==> config.mk <==
export PLATFORM = sky130hd
export DESIGN_NAME = pattern_sequencer
export DESIGN_NICKNAME = d
export VERILOG_FILES = /design/src/rtl/pattern_seq_pkg.sv /design/src/rtl/tempo_tick_gen.sv /design/src/rtl/pattern_sequencer.sv
export SDC_FILE = /design/constraint.sdc
export NUM_CORES = 1
export LEC_CHECK = 0
export ABC_AREA = 0
export BUFFER_PORTS_ARGS = -buffer_cell sky130_fd_sc_hd__buf_2
export CORE_ASPECT_RATIO = 0.8
export CORE_MARGIN = 1
export CORE_UTILIZATION = 55
export CTS_BUF_LIST = sky130_fd_sc_hd__clkbuf_2 sky130_fd_sc_hd__clkbuf_4 sky130_fd_sc_hd__clkbuf_8
export DETAILED_ROUTE_END_ITERATION = 8
export GPL_TIMING_DRIVEN = 0
export PLACE_DENSITY = 0.84
export REMOVE_ABC_BUFFERS = 1
export SLEW_MARGIN = 20
export SYNTH_ARGS = -nofsm -noshare
export SYNTH_HDL_FRONTEND = slang
export SYNTH_SLANG_ARGS = --single-unit
==> constraint.sdc <==
create_clock -name CLK -period 7.6 [get_ports CLK]
set_input_delay 0.38 -clock CLK [delete_from_list [all_inputs] [get_ports CLK]]
set_output_delay 0.38 -clock CLK [all_outputs]
set_load 0.005 [all_outputs]
==> src/rtl/pattern_seq_pkg.sv <==
// rtl/pattern_seq_pkg.sv - register map, control bits, reset values and FSM states for pattern_sequencer
package pattern_seq_pkg;

  localparam logic [1:0] REG_CTRL   = 2'd0;
  localparam logic [1:0] REG_TEMPO  = 2'd1;
  localparam logic [1:0] REG_LENGTH = 2'd2;
  localparam logic [1:0] REG_STATUS = 2'd3;

  localparam int CTRL_RUN       = 0;
  localparam int CTRL_RESTART   = 1;
  localparam int STATUS_RUNNING = 16;

  localparam int LENGTH_RST = 16;

  typedef enum logic [2:0] {
    ST_IDLE  = 3'd0,
    ST_FETCH = 3'd1,
    ST_WAIT  = 3'd2,
    ST_LATCH = 3'd3,
    ST_HOLD  = 3'd4
  } seq_state_e;

endpackage

==> src/rtl/tempo_tick_gen.sv <==
// rtl/tempo_tick_gen.sv - free-running step-tempo counter emitting one tick per period
module tempo_tick_gen (
  input  logic        clk,
  input  logic        rst_n,
  input  logic        clear,
  input  logic        enable,
  input  logic [31:0] period,
  output logic        tick
);

  logic [31:0] count;

  // >= rather than == so a period shrunk below the running count ticks at once
  assign tick = enable && !clear && (count >= period - 32'd1);

  always_ff @(posedge clk or negedge rst_n) begin
    if (!rst_n) begin
      count <= '0;
    end else if (clear) begin
      count <= '0;
    end else if (enable) begin
      count <= tick ? '0 : count + 32'd1;
    end
  end

endmodule

==> src/rtl/pattern_sequencer.sv <==
// rtl/pattern_sequencer.sv - tempo-driven pattern RAM step sequencer; optional PATTERN_SEQ_PREFETCH_EN shadow fetch
module pattern_sequencer
  import pattern_seq_pkg::*;
#(
  parameter int RAM_LATENCY = 2,
  parameter int ADDR_W      = 12,
  parameter int TEMPO_MIN   = 8
) (
  input  logic              CLK,
  input  logic              RESET,
  input  logic              AVL_READ,
  input  logic              AVL_WRITE,
  input  logic              AVL_CS,
  input  logic [3:0]        AVL_BYTE_EN,
  input  logic [1:0]        AVL_ADDR,
  input  logic [31:0]       AVL_WRITEDATA,
  output logic [31:0]       AVL_READDATA,
  output logic [ADDR_W-1:0] RAM_ADDR,
  output logic              RAM_RDEN,
  input  logic [31:0]       RAM_Q,
  output logic [31:0]       PATTERN,
  output logic [ADDR_W-1:0] STEP,
  output logic              STEP_STROBE
);

  seq_state_e        state;
  logic [1:0]        wait_cnt;
  logic [ADDR_W-1:0] step_idx;
  logic              run_q;
  logic [31:0]       tempo_q, tempo_merged, tempo_eff, rd_mux;
  logic [ADDR_W-1:0] length_q, len_merged;
  logic [ADDR_W:0]   idx_inc, len_eff;
  logic [ADDR_W-1:0] step_next;
  logic              idx_over, tick;
  logic              wr, rd, ctrl_wr, start, stop, restart, tempo_wr, len_wr;
`ifdef PATTERN_SEQ_PREFETCH_EN
  logic              pf, shadow_valid;
  logic [31:0]       shadow_q;
  logic [ADDR_W-1:0] shadow_step;
`endif

  assign wr       = AVL_WRITE && AVL_CS;
  assign rd       = AVL_READ && AVL_CS;
  assign ctrl_wr  = wr && (AVL_ADDR == REG_CTRL) && AVL_BYTE_EN[0];
  assign tempo_wr = wr && (AVL_ADDR == REG_TEMPO);
  assign len_wr   = wr && (AVL_ADDR == REG_LENGTH);
  assign start    = ctrl_wr && AVL_WRITEDATA[CTRL_RUN] && !run_q;
  assign stop     = ctrl_wr && !AVL_WRITEDATA[CTRL_RUN] && run_q;
  assign restart  = ctrl_wr && AVL_WRITEDATA[CTRL_RUN] && AVL_WRITEDATA[CTRL_RESTART] && run_q;

  assign tempo_eff = (tempo_q < 32'(TEMPO_MIN)) ? 32'(TEMPO_MIN) : tempo_q;
  // LENGTH of 0 stands for the full 2^ADDR_W address space
  assign len_eff   = (length_q == '0) ? {1'b1, {ADDR_W{1'b0}}} : {1'b0, length_q};
  assign idx_inc   = {1'b0, step_idx} + 1'b1;
  assign step_next = (idx_inc >= len_eff) ? '0 : idx_inc[ADDR_W-1:0];
  assign idx_over  = ({1'b0, step_idx} >= len_eff);

  assign RAM_RDEN = (state == ST_FETCH);
  assign RAM_ADDR = step_idx;

  tempo_tick_gen u_tick (
    .clk    (CLK),
    .rst_n  (RESET),
    .clear  (start || restart),
    .enable (run_q),
    .period (tempo_eff),
    .tick   (tick)
  );

  always_comb begin
    tempo_merged = tempo_q;
    len_merged   = length_q;
    for (int b = 0; b < 4; b++)
      if (AVL_BYTE_EN[b]) tempo_merged[8*b +: 8] = AVL_WRITEDATA[8*b +: 8];
    for (int i = 0; i < ADDR_W; i++)
      if (AVL_BYTE_EN[i/8]) len_merged[i] = AVL_WRITEDATA[i];
    rd_mux = '0;
    case (AVL_ADDR)
      REG_CTRL:   rd_mux[CTRL_RUN] = run_q;
      REG_TEMPO:  rd_mux = tempo_q;
      REG_LENGTH: rd_mux[ADDR_W-1:0] = length_q;
      default: begin
        rd_mux[ADDR_W-1:0]     = STEP;
        rd_mux[STATUS_RUNNING] = run_q;
      end
    endcase
  end

  always_ff @(posedge CLK or negedge RESET) begin
    if (!RESET) begin
      run_q        <= 1'b0;
      tempo_q      <= 32'(TEMPO_MIN);
      length_q     <= ADDR_W'(LENGTH_RST);
      AVL_READDATA <= '0;
    end else begin
      if (start) run_q <= 1'b1;
      else if (stop) run_q <= 1'b0;
      if (tempo_wr) tempo_q <= tempo_merged;
      if (len_wr) length_q <= len_merged;
      AVL_READDATA <= rd ? rd_mux : '0;
    end
  end

  always_ff @(posedge CLK or negedge RESET) begin
    if (!RESET) begin
      state       <= ST_IDLE;
      wait_cnt    <= '0;
      step_idx    <= '0;
      PATTERN     <= '0;
      STEP        <= '0;
      STEP_STROBE <= 1'b0;
`ifdef PATTERN_SEQ_PREFETCH_EN
      pf           <= 1'b0;
      shadow_valid <= 1'b0;
      shadow_q     <= '0;
      shadow_step  <= '0;
`endif
    end else begin
      STEP_STROBE <= 1'b0;
      if (stop) begin
        state <= ST_IDLE;
      end else if (start || restart) begin
        step_idx <= '0;
        state    <= ST_FETCH;
`ifdef PATTERN_SEQ_PREFETCH_EN
        pf           <= 1'b0;
        shadow_valid <= 1'b0;
`endif
      end else begin
        case (state)
          ST_FETCH: begin
            wait_cnt <= '0;
            state    <= (RAM_LATENCY == 1) ? ST_LATCH : ST_WAIT;
          end
          ST_WAIT: begin
            if (wait_cnt == 2'(RAM_LATENCY - 2)) state <= ST_LATCH;
            else wait_cnt <= wait_cnt + 2'd1;
          end
          ST_LATCH: begin
            step_idx <= step_next;
`ifdef PATTERN_SEQ_PREFETCH_EN
            if (pf) begin
              shadow_q     <= RAM_Q;
              shadow_step  <= step_idx;
              shadow_valid <= 1'b1;
              state        <= ST_HOLD;
            end else begin
              PATTERN     <= RAM_Q;
              STEP        <= step_idx;
              STEP_STROBE <= 1'b1;
              pf          <= 1'b1;
              state       <= ST_FETCH;
            end
`else
            PATTERN     <= RAM_Q;
            STEP        <= step_idx;
            STEP_STROBE <= 1'b1;
            state       <= ST_HOLD;
`endif
          end
          ST_HOLD: begin
            if (tick) begin
              state <= ST_FETCH;
`ifdef PATTERN_SEQ_PREFETCH_EN
              if (shadow_valid && !len_wr) begin
                PATTERN      <= shadow_q;
                STEP         <= shadow_step;
                STEP_STROBE  <= 1'b1;
                shadow_valid <= 1'b0;
                pf           <= 1'b1;
              end else begin
                pf <= 1'b0;
                if (idx_over) step_idx <= '0;
              end
`else
              if (idx_over) step_idx <= '0;
`endif
            end
          end
          default: state <= ST_IDLE;
        endcase
`ifdef PATTERN_SEQ_PREFETCH_EN
        // a new LENGTH may put the prefetched step out of range: drop it and refetch on the tick
        if (len_wr) begin
          shadow_valid <= 1'b0;
          if ((pf || state == ST_LATCH) &&
              (state == ST_FETCH || state == ST_WAIT || state == ST_LATCH))
            state <= ST_HOLD;
        end
`endif
      end
    end
  end

endmodule
======== Word-level counts from Yosys, hierarchy flattened ========
Cells that the tools add are included.
storage, ports and cells
  input bits .............................. 75
  bits in registers ....................... 171
  word-level logic and storage cells ...... 100
  output and inout port bits .............. 90
operators by class
  bitwise logic cells ..................... 2
  $lt $le $gt $ge ......................... 4
  mux-type cells .......................... 28
  reduce and logical (&&, ||, !) cells .... 36
  equal/unequal tests ..................... 11
  $add $sub $neg .......................... 4
operators with widths
  kind                                                         number
  2-to-1 mux 32 bit                                            5
  2-to-1 mux 12 bit                                            4
  case mux 11 bit (3 select lines)                             1
  adder 32 x 1 -> 32 bit, second input constant                1
  greater-or-equal comparator 32 bit                           1
  less-than comparator 32 x 4 -> 1 bit, second input constant  1
  subtractor 32 x 1 -> 32 bit, second input constant           1
  case mux 12 bit (2 select lines)                             1
  2-to-1 mux 15 bit                                            1
  logical AND 1 bit                                            14
  AND reduction 2 bit                                          7
  adder 12 x 1 -> 13 bit, second input constant                1
  greater-or-equal comparator 12 x 13 -> 1 bit                 1
  greater-or-equal comparator 13 bit                           1
  2-to-1 mux 13 bit                                            1
  logical NOT 12 bit                                           1
  2-to-1 mux 3 bit                                             4
  case mux 3 bit (4 select lines)                              1
  AND reduction 4 bit                                          2
  equality test 3 x 2 -> 1 bit, second input constant          2
  nonzero test 2 bit                                           3
  2-to-1 mux 1 bit                                             5
  logical NOT 2 bit                                            2
  2-to-1 mux 4 bit                                             1
  other kinds (20)                                             23

======== Depth between registers and ports, before layout ========
  word-level depth ........................ 14
  mapped depth ............................ 21
  mapped depth without buffers ............ 19

======== By module ========
Synthesis repeated with hierarchy kept, for this count alone.
second synthesis, totals
  cells, all modules ...................... 1,058
  area total of the unflattened synthesis .. 9,763.1 um2
modules (own cells, without submodules)
  module             instances  area an instance (um2)  sequential area each (um2)  cells each
  pattern_sequencer  1          6,493.7                 3,480.8                     633
  tempo_tick_gen     1          3,269.4                 800.8                       425

======== Least setup slack after synthesis ========
OpenSTA, ideal clock, no wires.
  path type ............................... reg-to-reg
  start point ............................. register tempo_q[26]
  end point ............................... register step_idx[6] (netlist: RAM_ADDR[6])
  data required time ...................... 7.478 ns
  stages on the path, launching flop included .. 20
  setup time .............................. 0.122 ns
  period minus slack after synthesis ...... 5.610 ns
  slack ................................... 1.990 ns
  buffers on the path ..................... 0
  arrival ................................. 5.488 ns
  path through ............................ dfrtp_1 or4_4 or4_4 nor3_2 nand2_1 nand2_1 ha_1 or3b_2 or3_1 or4_1 or3_1 xor2_1 ha_1 nand4_1 nor3_1 a31oi_2 a2111oi_4 o21ai_2 a221o_1 a32o_1
between the ends
  word-level cells in the longest chain between the ends .. 7
RTL lines
  what                                         RTL line                  source
  from (decl)                                  pattern_sequencer.sv:30   logic [31:0] tempo_q, tempo_merged, tempo_eff, rd_mux;
  from (signal assigned)                       pattern_sequencer.sv:92   tempo_q <= 32'(TEMPO_MIN);
  from (signal assigned)                       pattern_sequencer.sv:98   if (tempo_wr) tempo_q <= tempo_merged;
  less-than comparator 32 x 4 -> 1 bit         pattern_sequencer.sv:51   assign tempo_eff = (tempo_q < 32'(TEMPO_MIN)) ? 32'(TEMPO_MIN) : tempo_q;
  2-to-1 mux 32 bit (*)                        pattern_sequencer.sv:51
  subtractor 32 x 1 -> 32 bit (*)              tempo_tick_gen.sv:14      assign tick = enable && !clear && (count >= period - 32'd1);
  greater-or-equal comparator 32 bit (*)       tempo_tick_gen.sv:14
  logical AND 1 bit (*)                        tempo_tick_gen.sv:14
  != test 3 x 1 -> 1 bit (no source line) (*)  --
  AND reduction 4 bit (no source line) (*)     --
  to (signal assigned)                         pattern_sequencer.sv:140  step_idx <= step_next;
  to (decl)                                    pattern_sequencer.sv:28   logic [ADDR_W-1:0] step_idx;
Every way passes the cells marked *; elsewhere a longest branch is shown, timed or not.
A chain may end at the register's enable or synchronous reset.

======== Final worst setup path ========
  start point ............................. register tempo_q[8]
  end point ............................... register step_idx[4] (netlist: RAM_ADDR[4])
Same word-level chain as after synthesis.

==> results_dict.tcl <==
set metrics [dict create \
    hpwl_microns 17300 \
    power_density_mw_per_mm2 269 \
    maxCapViolCount 0 \
    start_kind "flip-flop" \
    slew_headroom 0.280 \
    yosysWarnings 0 \
    num_io_pins 165 \
    grt_antenna_before_repair 0 \
    placementRows 42 \
    post_cts_resized 0 \
    grt_max_degree 100 \
    utilization 0.646 \
    vias 7637 \
    cp_max_fo 11 \
    clk_latency_ns 0.47 \
    rr_startpoint "tempo_q[8]" \
    ys.flop_type "dfrtp_1" \
    fmax_mhz 148 \
    fillers 1321 \
    ys_ff_latch 171 \
    yosysTopAreaCellShare 0.456 \
    overflow 0 \
    syn_inst 941 \
    postLayoutSetupSlackWorst_ns 0.849 \
    wl_met3_microns 1770 \
    layout-drive-gt1-share 0.246 \
    status "complete, no violations" \
    clock_sinks 171 \
    worstPathCellList "nor4_1, nand4_1, nor3_2, nand2_1, nand2_1, ha_1, or3b_2, or3_1, or4_1, or3_1, xor2_1, ha_1, nand4_1, nor3_1, a31oi_2, a2111oi_4, o21ai_2, a21oi_4, mux2i_1" \
    wl_per_cell_microns 17.4 \
    min_to "PATTERN[8]" \
    ys_seq_area_frac 0.462 \
    postCtsHoldBufs 1 \
    cts_root_buffer "clkbuf_8" \
    portBuffers 164 \
    cts_tree "yes" \
    worstHoldPathCells 3 \
    gp_congestion 0.919 \
    cp_slowest_cell "nor4_1" \
    cts_buffers 17 \
    final.min_clock_period_ns 6.75 \
    area_growth_pct 15.0 \
    hold_viol 0 \
    async_flop_share 1.00 \
    drtPass1Iterations 5 \
    post-place-ws_ns 0.996 \
    num_antenna_cells 0 \
    netlist.top_cell.by_area "dfrtp_1" \
    rsz0062_at_grt "no" \
    report.final.slew_viol_count 0 \
    syn_area_sq_mm 0.00927 \
    drc 0 \
    drt_iter0_drc 596 \
    grt_pass1_vias 7181 \
    grt_pass1_wl_microns 37000 \
    hold_ws_ns 0.0948 \
    avgSynthCellArea_sq_um 9.85 \
    htree_levels 4 \
    r2r-end "RAM_ADDR[4]" \
    ant_nets 0 \
    grtUsageTotal 0.277 \
    arrival_ns 7.15 \
    max-clock-path-buffers 2 \
    synthTopCellsByArea "dfrtp_1, ha_1, nand2_1" \
    fin_area_sq_mm 0.0107 \
    start_util 0.561 \
    dr_wl_met2_microns 10500 \
    min_from "RAM_Q[8]" \
    min_path_type "input pin to flip-flop" \
    synth_most_common_cell "nand2_1" \
    dieArea_sq_mm 0.0174 \
    ff2ff_path_depth 19 \
    route.final.wire_length_microns 23000 \
    fin_skew_ns 0.0147 \
    yosysUniqueCellTypes 69 \
    finalSetupTns_ns 0 \
    post_cts_buffers 0 \
    dr.max_layer_used "met4" \
    path_clk_slew_ns 0.09 \
    crit_required_ns 8.00 \
    fp.dieW_microns 147 \
    synthTopCellsByCount "nand2_1, dfrtp_1, nor2_1, ha_1, mux2_2" \
    slowest_delay_ns 0.79 \
    p_leak_nw 5.34 \
    r2r_slack_ns 0.85 \
    max-vdd-ir-drop_v 0.000111 \
    setup_viol 0 \
    core_area_sq_mm 0.0165 \
    nets 1228 \
    avgViaCountPerCell 5.76 \
    placed_area_sq_mm 0.0103 \
    finalCritPeriodShare 0.888 \
    worst_setup_path_end_kind "flip-flop" \
    crit_type "flip-flop to flip-flop" \
    worst_slew_pin_slew_ns 1.08 \
    die_h_microns 118 \
    met1Wirelength_microns 10400 \
    synth_edf_count 0 \
]
-- through the flow --
| stage | power (mW) | instances |
|---|---|---|
| CTS | 2.87 | 1325 |
| detailed placement | 2.26 | 1292 |
| global route | 3.07 | 1325 |
| global placement | 2.20 | 1290 |
| finish | 2.87 | 1325 |
| floorplan | 1.87 | 906 |
-- layout make-up --
cell class                 count  area (sq um)  area share
clock buffer                  20           269      0.0252
timing repair buffer         167           888      0.0834
tap                          220           275      0.0258
sequential                   171          4280       0.402
clock inverter                12           105     0.00986
multi-input combinational    698          4700       0.441
inverter                      37           139      0.0130
-- registers in the layout, summed over array words and instances (netlist names) --
register,cells
STEP,12
u_tick.count,32
RAM_ADDR,12
wait_cnt,2
STEP_STROBE,1
PATTERN,32
length_q,12
AVL_READDATA,32
state,3
tempo_q,32
run_q,1
-- worst max-delay path by stage --
stage                      from           to  slack, ns
global placement     tempo_q[8]  RAM_ADDR[4]       1.13
floorplan           tempo_q[26]  RAM_ADDR[5]       1.84
detailed placement   tempo_q[8]  RAM_ADDR[4]        1.0
finish               tempo_q[8]  RAM_ADDR[4]       0.85
CTS                  tempo_q[8]  RAM_ADDR[4]       0.94
global route         tempo_q[8]  RAM_ADDR[1]       0.44
-- critical path: cells and delay by family (launching register included) --
| kind | cells | cell delay [ns] |
|---|---|---|
| AND/OR/NAND/NOR | 11 | 3.91 |
| AO/OA/AOI/OAI | 4 | 1.38 |
| adder cells (fa/ha/maj) | 2 | 0.49 |
| flip-flops | 1 | 0.46 |
| multiplexers | 1 | 0.26 |
| XOR/XNOR | 1 | 0.16 |
-- where the power goes --
group / total (mW) / internal, mW / leakage (nW) / switching [mW]
Combinational: 0.938 / 0.413 / 2.91 / 0.525
Clock: 0.607 / 0.257 / 0.192 / 0.350
Sequential: 1.33 / 1.11 / 2.23 / 0.218
-- layout by cell type (no fill, tap or decap), types with 5 or more instances in the layout --
| master | count |
|---|---|
| clkbuf_8 | 19 |
| nand4_1 | 15 |
| a22oi_1 | 14 |
| or3_1 | 5 |
| nor4_1 | 14 |
| nand3_1 | 29 |
| and4_1 | 5 |
| nor2b_1 | 8 |
| nor2_1 | 63 |
| and3_1 | 14 |
| o21ai_0 | 36 |
| a21oi_1 | 27 |
| xor2_1 | 36 |
| mux2_2 | 51 |
| and2_1 | 23 |
| inv_6 | 5 |
| nand2_1 | 174 |
| inv_1 | 37 |
| dfrtp_1 | 169 |
| ha_1 | 61 |
| nor3_1 | 19 |
| xnor2_1 | 27 |
| buf_2 | 163 |
-- routing by layer --
| metal | vias up | GRT usage |
|---|---|---|
| met5 | - | 0 |
| met4 | 0 | 0.0793 |
| met3 | 39 | 0.0647 |
| met2 | 327 | 0.430 |
| met1 | 3697 | 0.388 |
| li1 | 3574 | - |
-- cell families (layout without fill, tap and decap cells) --
group,count (synthesis),count (layout),synth area share
AO/OA/AOI/OAI,118,118,0.0871
XOR/XNOR,63,63,0.0596
adder cells (fa/ha/maj),61,61,0.0824
buffers and inverters,72,236,0.0320
flip-flops,171,171,0.462
multiplexers,56,56,0.0687
AND/OR/NAND/NOR,400,400,0.208
Power figures use the tool's default switching activity.
